File: config.mk
export PLATFORM = sky130hd
export DESIGN_NAME = gates7_dataflow_flat
export DESIGN_NICKNAME = d
export VERILOG_FILES = /design/src/rtl/gates7_dataflow_if.sv /design/src/rtl/gates7_dataflow.sv /design/src/flat_wrapper.sv
export SDC_FILE = /design/constraint.sdc
export NUM_CORES = 1
export LEC_CHECK = 0
export ABC_CLOCK_PERIOD_IN_PS = 1400
export CAP_MARGIN = 20
export CORE_UTILIZATION = 33
export CTS_CLUSTER_DIAMETER = 80
export DETAILED_ROUTE_END_ITERATION = 16
export GPL_TIMING_DRIVEN = 0
export MAX_ROUTING_LAYER = met4
export PLACE_DENSITY_LB_ADDON = 0.15
export SYNTH_ARGS = -nofsm -noshare
export SYNTH_HDL_FRONTEND = slang
export SYNTH_SLANG_ARGS = --single-unit
File: constraint.sdc
create_clock -name clk -period 1.4 [get_ports clk]
set_clock_uncertainty 0.05 [all_clocks]
set_input_delay 0.28 -clock clk [delete_from_list [all_inputs] [get_ports clk]]
set_output_delay 0.28 -clock clk [all_outputs]
set_load 0.03 [all_outputs]
File: src/rtl/gates7_dataflow_if.sv
// Operand/result bundle for the seven-gate logic unit, its sample counter and optional register bank.
// Master drives operands and the sample strobe; slave returns gate results, count and registered bank.
interface gates7_dataflow_if #(
    parameter int WIDTH = 1,
    parameter int CNT_W = 8
);
    logic                 en;
    logic [WIDTH-1:0]     a;
    logic [WIDTH-1:0]     b;
    logic [WIDTH-1:0]     f_and;
    logic [WIDTH-1:0]     f_or;
    logic [WIDTH-1:0]     f_not;
    logic [WIDTH-1:0]     f_nand;
    logic [WIDTH-1:0]     f_nor;
    logic [WIDTH-1:0]     f_xor;
    logic [WIDTH-1:0]     f_xnor;
    logic [CNT_W-1:0]     smp_cnt;
    logic                 r_valid;
    logic [7*WIDTH-1:0]   r_func;

    modport master (
        output en, a, b,
        input  f_and, f_or, f_not, f_nand, f_nor, f_xor, f_xnor,
        input  smp_cnt, r_valid, r_func
    );

    modport slave (
        input  en, a, b,
        output f_and, f_or, f_not, f_nand, f_nor, f_xor, f_xnor,
        output smp_cnt, r_valid, r_func
    );
endinterface

File: src/rtl/gates7_dataflow.sv
// Seven bitwise gates (zero latency) plus saturating sample counter; no backpressure, en qualifies samples.
// Define GATES7_DATAFLOW_REG_BANK_EN to add a 1-cycle registered copy of all gate results (r_func/r_valid).
module gates7_dataflow #(
    parameter int WIDTH = 1,
    parameter int CNT_W = 8
) (
    input  logic          clk,
    input  logic          rst,
    gates7_dataflow_if.slave bus
);
    localparam logic [CNT_W-1:0] CNT_MAX = '1;

    assign bus.f_and  = bus.a & bus.b;
    assign bus.f_or   = bus.a | bus.b;
    assign bus.f_not  = ~bus.a;
    assign bus.f_nand = ~(bus.a & bus.b);
    assign bus.f_nor  = ~(bus.a | bus.b);
    assign bus.f_xor  = bus.a ^ bus.b;
    assign bus.f_xnor = ~(bus.a ^ bus.b);

    logic [CNT_W-1:0] cnt_q;
    logic [CNT_W-1:0] cnt_d;

    // Counter sticks at all-ones rather than wrapping.
    always_comb begin
        cnt_d = cnt_q;
        if (bus.en && (cnt_q != CNT_MAX)) begin
            cnt_d = cnt_q + CNT_W'(1);
        end
    end

    always_ff @(posedge clk or posedge rst) begin
        if (rst) begin
            cnt_q <= '0;
        end else begin
            cnt_q <= cnt_d;
        end
    end

    assign bus.smp_cnt = cnt_q;

`ifdef GATES7_DATAFLOW_REG_BANK_EN
    logic [7*WIDTH-1:0] func_q;
    logic [7*WIDTH-1:0] func_d;
    logic               valid_q;
    logic               valid_d;

    always_comb begin
        func_d  = func_q;
        valid_d = valid_q;
        if (bus.en) begin
            func_d  = {bus.f_xnor, bus.f_xor, bus.f_nor, bus.f_nand,
                       bus.f_not, bus.f_or, bus.f_and};
            valid_d = 1'b1;
        end
    end

    always_ff @(posedge clk or posedge rst) begin
        if (rst) begin
            func_q  <= '0;
            valid_q <= 1'b0;
        end else begin
            func_q  <= func_d;
            valid_q <= valid_d;
        end
    end

    assign bus.r_func  = func_q;
    assign bus.r_valid = valid_q;
`else
    assign bus.r_func  = '0;
    assign bus.r_valid = 1'b0;
`endif
endmodule

File: src/flat_wrapper.sv
// flat-port wrapper written by rule: the top's interface ports become plain ports
module gates7_dataflow_flat 
#(
    parameter int WIDTH = 1,
    parameter int CNT_W = 8
)
  (clk, rst, bus_en, bus_a, bus_b, bus_f_and, bus_f_or, bus_f_not, bus_f_nand, bus_f_nor, bus_f_xor, bus_f_xnor, bus_smp_cnt, bus_r_valid, bus_r_func);
  gates7_dataflow_if #(.WIDTH(WIDTH), .CNT_W(CNT_W)) bus_i ();
  input  logic clk;
  input  logic rst;
  input wire logic [$bits(bus_i.en)-1:0] bus_en;
  input wire logic [$bits(bus_i.a)-1:0] bus_a;
  input wire logic [$bits(bus_i.b)-1:0] bus_b;
  output wire logic [$bits(bus_i.f_and)-1:0] bus_f_and;
  output wire logic [$bits(bus_i.f_or)-1:0] bus_f_or;
  output wire logic [$bits(bus_i.f_not)-1:0] bus_f_not;
  output wire logic [$bits(bus_i.f_nand)-1:0] bus_f_nand;
  output wire logic [$bits(bus_i.f_nor)-1:0] bus_f_nor;
  output wire logic [$bits(bus_i.f_xor)-1:0] bus_f_xor;
  output wire logic [$bits(bus_i.f_xnor)-1:0] bus_f_xnor;
  output wire logic [$bits(bus_i.smp_cnt)-1:0] bus_smp_cnt;
  output wire logic [$bits(bus_i.r_valid)-1:0] bus_r_valid;
  output wire logic [$bits(bus_i.r_func)-1:0] bus_r_func;
  assign bus_i.en = bus_en;
  assign bus_i.a = bus_a;
  assign bus_i.b = bus_b;
  assign bus_f_and = bus_i.f_and;
  assign bus_f_or = bus_i.f_or;
  assign bus_f_not = bus_i.f_not;
  assign bus_f_nand = bus_i.f_nand;
  assign bus_f_nor = bus_i.f_nor;
  assign bus_f_xor = bus_i.f_xor;
  assign bus_f_xnor = bus_i.f_xnor;
  assign bus_smp_cnt = bus_i.smp_cnt;
  assign bus_r_valid = bus_i.r_valid;
  assign bus_r_func = bus_i.r_func;
  gates7_dataflow #(.WIDTH(WIDTH), .CNT_W(CNT_W)) u_core (.clk(clk), .rst(rst), .bus(bus_i));
endmodule
== Yosys cells after proc, flatten, opt, wreduce, memory -nomap -nowiden ==
Cells that the tools add are included.
Storage, ports and cells
  register bits: 8
  input bits: 5
  output and inout bits: 23
  logic and storage cells: 11
Cells by class
  add/sub/neg operators: 1
  eq/ne operators: 1
  bitwise logic cells: 7
  reduce and logical (&&, ||, !) cells: 1
Operators by type and width (number)
  $add 8x1->8 const B: 1
  $ne 8x8->1 const B: 1
  $not 1->1: 4
  $and 1x1->1: 1
  $logic_and 1x1->1: 1
  $or 1x1->1: 1
  $xor 1x1->1: 1

== Logic depth before layout (Yosys ltp) ==
Gate-level depths: netlist (run 1).
  depth after elaboration: 2
  gate-level depth with buffers: 4
  depth with buffers taken out: 4

== Least setup slack after synthesis (run 1) ==
No wires, ideal clock.
  kind: register to register
  from: register u_core.cnt_q[0] (netlist: u_core.bus.smp_cnt[0])
  to: register u_core.cnt_q[1] (netlist: u_core.bus.smp_cnt[1])
  setup time: 0.125 ns
  arrival time: 1.446 ns
  required time: 1.225 ns
  setup slack: -0.220 ns
  stages on the path, launching flop included: 5
  path buffers: 0
  clock period less this slack: 1.620 ns
  cells stage by stage: dfrtp_1 ha_1 nand3_1 o21ai_2 mux2_2
On the way
  cells in the longest elaborated chain, start to end: 2
  elaborated cells on any way between the ends: 3
  classes of those cells: add/sub: 1; eq/ne: 1; reduce/logical: 1
RTL lines
  from (decl): line gates7_dataflow.sv:21  | logic [CNT_W-1:0] cnt_q;
  from (signal assigned): line gates7_dataflow.sv:36  | cnt_q <= cnt_d;
  branches (longest 2 deep; another with $add 8x1->8)
Several ways; the timed one is not identified.
A chain may end at the register's enable or synchronous reset.

== Worst setup path in the final report (run 1) ==
  from: register u_core.cnt_q[7] (netlist: u_core.bus.smp_cnt[7])
  to: output bus_smp_cnt[7]
RTL lines
  to (decl): line flat_wrapper.sv:21  | output wire logic [$bits(bus_i.smp_cnt)-1:0] bus_smp_cnt;
No word-level cell between the ends.

==> metrics.md, run 1 <==
| Metric | Value |
|---|---|
| Worst-Skew Late Latency | `250 ps` |
| TritonCTS buffer count | `3` |
| Met1 Use GR | `15.1%` |
| Critical Path Sink Type | `output pin` |
| Yosys top cell area share | `40.1%` |
| Most common cell after layout, fill and taps aside | `buf_4` |
| DR vias/cell | `4.66` |
| Global-route wire length before repair | `1470 um` |
| CTS tree | `yes` |
| Post-synthesis sequential area ratio | `40.1%` |
| Most crowded layer after global routing | `met2` |
| Kind of cell adding the most delay to the critical path | `flip-flops` |
| Die Y | `40.9 um` |
| Buf/Inv on CP | `1` |
| Layout cells sized above 1 | `48.1%` |
| Total number of vias | `447` |
| Diode count | `0` |
| CP Class | `reg -> out` |
| Met3 GRT Util | `3.26%` |
| Post-Syn Area per Cell | `9.79 sq um` |
| DIE AREA | `1670 sq um` |
| Worst Path Required | `1070 ps` |
| H-tree depth | `1` |
| All-Layer GR Usage | `14.2%` |
| Port bufs | `19` |
| Core area | `1350 sq um` |
| CP max-delay cell | `dfrtp_1` |
| Clock slew at reported path FFs | `60 ps` |
| Fin crit period | `1370 ps` |
| Crit share post-route | `97.7%` |
| Synth area leader | `dfrtp_1` |
| Synth Instances | `51` |
| Static Leakage | `0.000398 uW` |
| Maximum fanout along the worst path | `6` |
| CP Launch Type | `register` |
| Synthesis-to-layout area growth | `56.9%` |
| Max cap viols | `0` |
| FF-to-FF path depth | `4` |
| Commonest cells after routing, fill and taps aside | `buf_4, conb_1, clkdlybuf4s15_2` |
| Detailed Route WL | `1040 um` |
| Worst slack at placement | `-748 ps` |
| Stages on the worst setup path | `1` |
| Hold_buf cts | `0` |
| Fin cells | `96` |
| Rows | `13` |
| Final Hold Fails | `0` |
| RSZ-0062 raised after global routing | `yes` |
| CTS max path bufs | `2` |
| Max FFs per register | `8` |
| Top Ports | `28` |
| Final worst slack | `32.1 ps` |
| RR Startpoint | `u_core.bus.smp_cnt[1]` |
| Clk root buf | `clkbuf_4` |
| # DRC | `0` |
| Synth Register Bits | `8` |
| # clock sinks | `8` |
| Status | `finished clean` |
| Detailed Route Iter0 Violations | `1` |
| Pins Over Slew Limit | `0` |
| Dpl hpwl | `774 um` |
| CP peak stage delay | `450 ps` |
| GP Congestion | `0.747` |
| ANT nets after route | `0` |
| Wire per inst | `10.8 um` |
| Nets | `91` |
| Starting Density | `37.0%` |
| Max Freq | `731 MHz` |
| GR Overflow Total | `0` |
| Setup TNS | `0 ps` |
| Final setup violation count | `0` |
| Cells along the critical path | `clkdlybuf4s15_2` |
| Max VDD drop | `714 uV` |
| Met2 Use GR | `24.2%` |
| Mapped cell area | `499 sq um` |
| Post-synthesis cell type count | `18` |
| Worst setup startpoint | `u_core.bus.smp_cnt[7]` |
| Antenna violations before repair | `0` |
| DRT Pass-1 Iters | `5` |
| Largest net degree at the start of global routing | `9` |
| Worst hold path class | `in -> async` |
| Synth top area cells | `dfrtp_1, buf_4, ha_1` |
| Critical Path AT | `1040 ps` |
| Vias in the first global route | `387` |
| Yosys warns | `0` |
| Pwr per Cell Area | `1750 nW/um^2` |
| Die Width | `40.9 um` |
| Post-Place Cells | `92` |
-- logic make-up (layout without fill, tap and decap cells) --
family,Yosys count,after routing,synth area share (%)
AND/OR/NAND/NOR,12,12,13.5
multiplexers,2,2,4.51
flip-flops,8,8,40.1
other,1,8,0.751
buffers and inverters,14,37,16.5
adder cells (fa/ha/maj),3,3,7.52
AO/OA/AOI/OAI,6,6,8.27
XOR/XNOR,5,5,8.77
-- stage by stage --
stage	hold WS, ps	cell area (sq um)	utilization, %	power, uW
floorplan	45.4	546	-	934
global placement	456	754	55.9	1210
detailed placement	461	754	55.9	1230
CTS	236	787	58.3	1380
global route	283	783	58.0	1480
finish	227	783	58.0	1370
-- per-layer routing --
metal | wire length, um | share of wire (%)
met1 | 403 | 39
met2 | 552 | 53
met4 | 0 | 0
met3 | 83 | 8.0
met5 | 0 | 0
-- final cells by class --
| class | count | area (sq um) |
|---|---|---|
| fill | 130 | 567 |
| multi-input combinational | 36 | 282 |
| sequential | 8 | 205 |
| timing repair buffer | 20 | 173 |
| buffer | 8 | 60.1 |
| clock buffer | 3 | 22.5 |
| inverter | 6 | 22.5 |
| tap | 15 | 18.8 |
-- cell usage after synthesis --
cell type	instances
buf_4	8
nand2_1	3
nor3_1	1
mux2_2	1
nand3_1	1
nand4_1	4
xnor2_1	1
conb_1	1
a21oi_1	4
dfrtp_1	8
xor2_1	4
a211oi_2	1
o21ai_2	1
mux2_1	1
and4_1	1
ha_1	3
and3_1	2
inv_1	6
-- final timing paths --
| kind | endpoint | slack [ps] |
|---|---|---|
| min reg2reg | u_core.bus.smp_cnt[4] | 470 |
| min | u_core.bus.smp_cnt[4] | 230 |
| min in group clk | u_core.bus.smp_cnt[0] | 340 |
| max | bus_smp_cnt[7] | 30 |
| max in group asynchronous | u_core.bus.smp_cnt[1] | 810 |
| max reg2reg | u_core.bus.smp_cnt[6] | 40 |
-- repair_timing --
action | in CTS | in global routing
resized for setup | 50 | 10
buffers inserted | 1 | 0
setup endpoints to repair | 16 | 8
pin swaps | 0 | 1
endpoints found under the hold margin | 0 | 0
-- power breakdown --
| group | internal (uW) | switching, uW |
|---|---|---|
| Sequential | 344 | 150 |
| Clock | 98.2 | 79.3 |
| Combinational | 291 | 411 |
| Total | 733 | 640 |
Note: power is estimated with default switching activity, not from simulation.
==> inputs of run 2 (changes only) <==
CORE_MARGIN = 2   (was default)
SLEW_MARGIN = 20   (was default)
==> run 2 against run 1 <==
Compared with the run above: via count is 3.8% lower; fmax is 1.1% lower; combinational power is 3.4% lower; first-iteration DRC count is 100% higher; sequential power is 2% higher; critical path type unchanged.
==> metrics.md, run 2 (same netlist as run 1, synthesis figures left out) <==
| Metric | Value |
|---|---|
| Final setup violation count | `0` |
| CP Class | `reg -> out` |
| DR vias/cell | `4.43` |
| Diode count | `0` |
| Worst Path Required | `1070 ps` |
| Max FFs per register | `8` |
| Dpl hpwl | `770 um` |
| Clock slew at reported path FFs | `60 ps` |
| R2R Setup Slk | `20 ps` |
| Max Freq | `723 MHz` |
| Design Power | `1370 uW` |
| Die Y | `42.9 um` |
| Cells along the critical path | `clkdlybuf4s15_2` |
| TritonCTS buffer count | `3` |
| Critical Path AT | `1050 ps` |
| All-Layer GR Usage | `12.1%` |
| Maximum fanout along the worst path | `6` |
| Nets | `91` |
| Setup TNS | `0 ps` |
| RR Startpoint | `u_core.bus.smp_cnt[0]` |
| CP max-delay cell | `dfrtp_1` |
| Crit share post-route | `98.8%` |
| Core area | `1450 sq um` |
| # DRC | `0` |
| Top Ports | `28` |
| Layout cells sized above 1 | `50.6%` |
| Port bufs | `19` |
| DIE AREA | `1840 sq um` |
| Total number of vias | `430` |
| Reg-to-reg endpoint | `u_core.bus.smp_cnt[6]` |
| Clk root buf | `clkbuf_4` |
| Commonest cells after routing, fill and taps aside | `buf_4, conb_1, dfrtp_2` |
| Worst hold path class | `in -> async` |
| ANT nets after route | `0` |
| GR Overflow Total | `0` |
| Max cap viols | `0` |
| Pwr per Cell Area | `1750 nW/um^2` |
| Buf/Inv on CP | `1` |
| Fin crit period | `1380 ps` |
| Detailed Route WL | `989 um` |
| Most common cell after layout, fill and taps aside | `buf_4` |
| Wire per inst | `10.2 um` |
| CP Launch Type | `register` |
| Post-Place Cells | `93` |
| # clock sinks | `8` |
| GP Congestion | `0.674` |
| CTS tree | `yes` |
| Critical Path Sink Type | `output pin` |
| Max VDD drop | `694 uV` |
| DRT Pass-1 Iters | `2` |
| Fin cells | `97` |
| Worst-Skew Late Latency | `260 ps` |
| Starting Density | `34.3%` |
| FF-to-FF path depth | `4` |
| CP peak stage delay | `460 ps` |
| Static Leakage | `0.000399 uW` |
| Vias in the first global route | `379` |
| Rows | `14` |
| Final Hold Fails | `0` |
| Kind of cell adding the most delay to the critical path | `flip-flops` |
| RSZ-0062 raised after global routing | `yes` |
| Worst setup startpoint | `u_core.bus.smp_cnt[7]` |
| Largest net degree at the start of global routing | `9` |
| Pins Over Slew Limit | `0` |
| Antenna violations before repair | `0` |
| Synthesis-to-layout area growth | `56.1%` |
| H-tree depth | `1` |
| Die Width | `42.9 um` |
| Status | `finished clean` |
| Detailed Route Iter0 Violations | `2` |
| CTS max path bufs | `2` |
| Global-route wire length before repair | `1590 um` |
## run 2: report_power, final
group | internal [uW] | switching, uW
Clock | 98.5 | 83.8
Combinational | 279 | 399
Sequential | 347 | 158
## run 2: how the worst max path moves through the flow
stage | cells past startpoint | end | slack (ps)
after global placement | 4 | bus_f_xor | -750
after global routing | 4 | u_core.bus.smp_cnt[5] | -30
after floorplan | 4 | u_core.bus.smp_cnt[1] | -30
after CTS | 1 | bus_smp_cnt[5] | 0.2
final | 1 | bus_smp_cnt[7] | 20
after detailed placement | 4 | bus_f_xor | -760
## run 2: repair_timing
item | CTS | global route
endpoints found under the hold margin | 0 | 0
pin swaps | 0 | 6
setup endpoints to repair | 15 | 11
buffers inserted | 0 | 1
hold buffers | 0 | 0
gates resized for setup | 52 | 14
## run 2: per-layer routing
metal	global-route usage (%)	wire length, um	part of all wire (%)	vias up
met5	-	0	0	-
met4	9.38	22	2.2	0
met3	2.55	78	7.9	2
met2	17.9	457	46	18
met1	14.1	430	43	193
li1	-	-	-	217
## run 2: final cells by class
type / instances / area [sq um]
flip-flops and latches: 8 / 206
inverters: 6 / 22.5
repair buffers: 20 / 163
fillers: 146 / 674
clock buffers: 3 / 22.5
well taps: 16 / 20.0
plain buffers: 8 / 60.1
multi-input cells: 36 / 285
## run 2: per-stage QoR
stage	worst slack [ps]	area [sq um]	hold slack [ps]	utilization (%)
floorplan	-34.5	546	45.4	-
global placement	-749	756	467	52.0
detailed placement	-762	756	471	52.0
CTS	0.194	776	229	53.4
global route	-25.6	779	256	53.6
finish	16.8	779	221	53.6
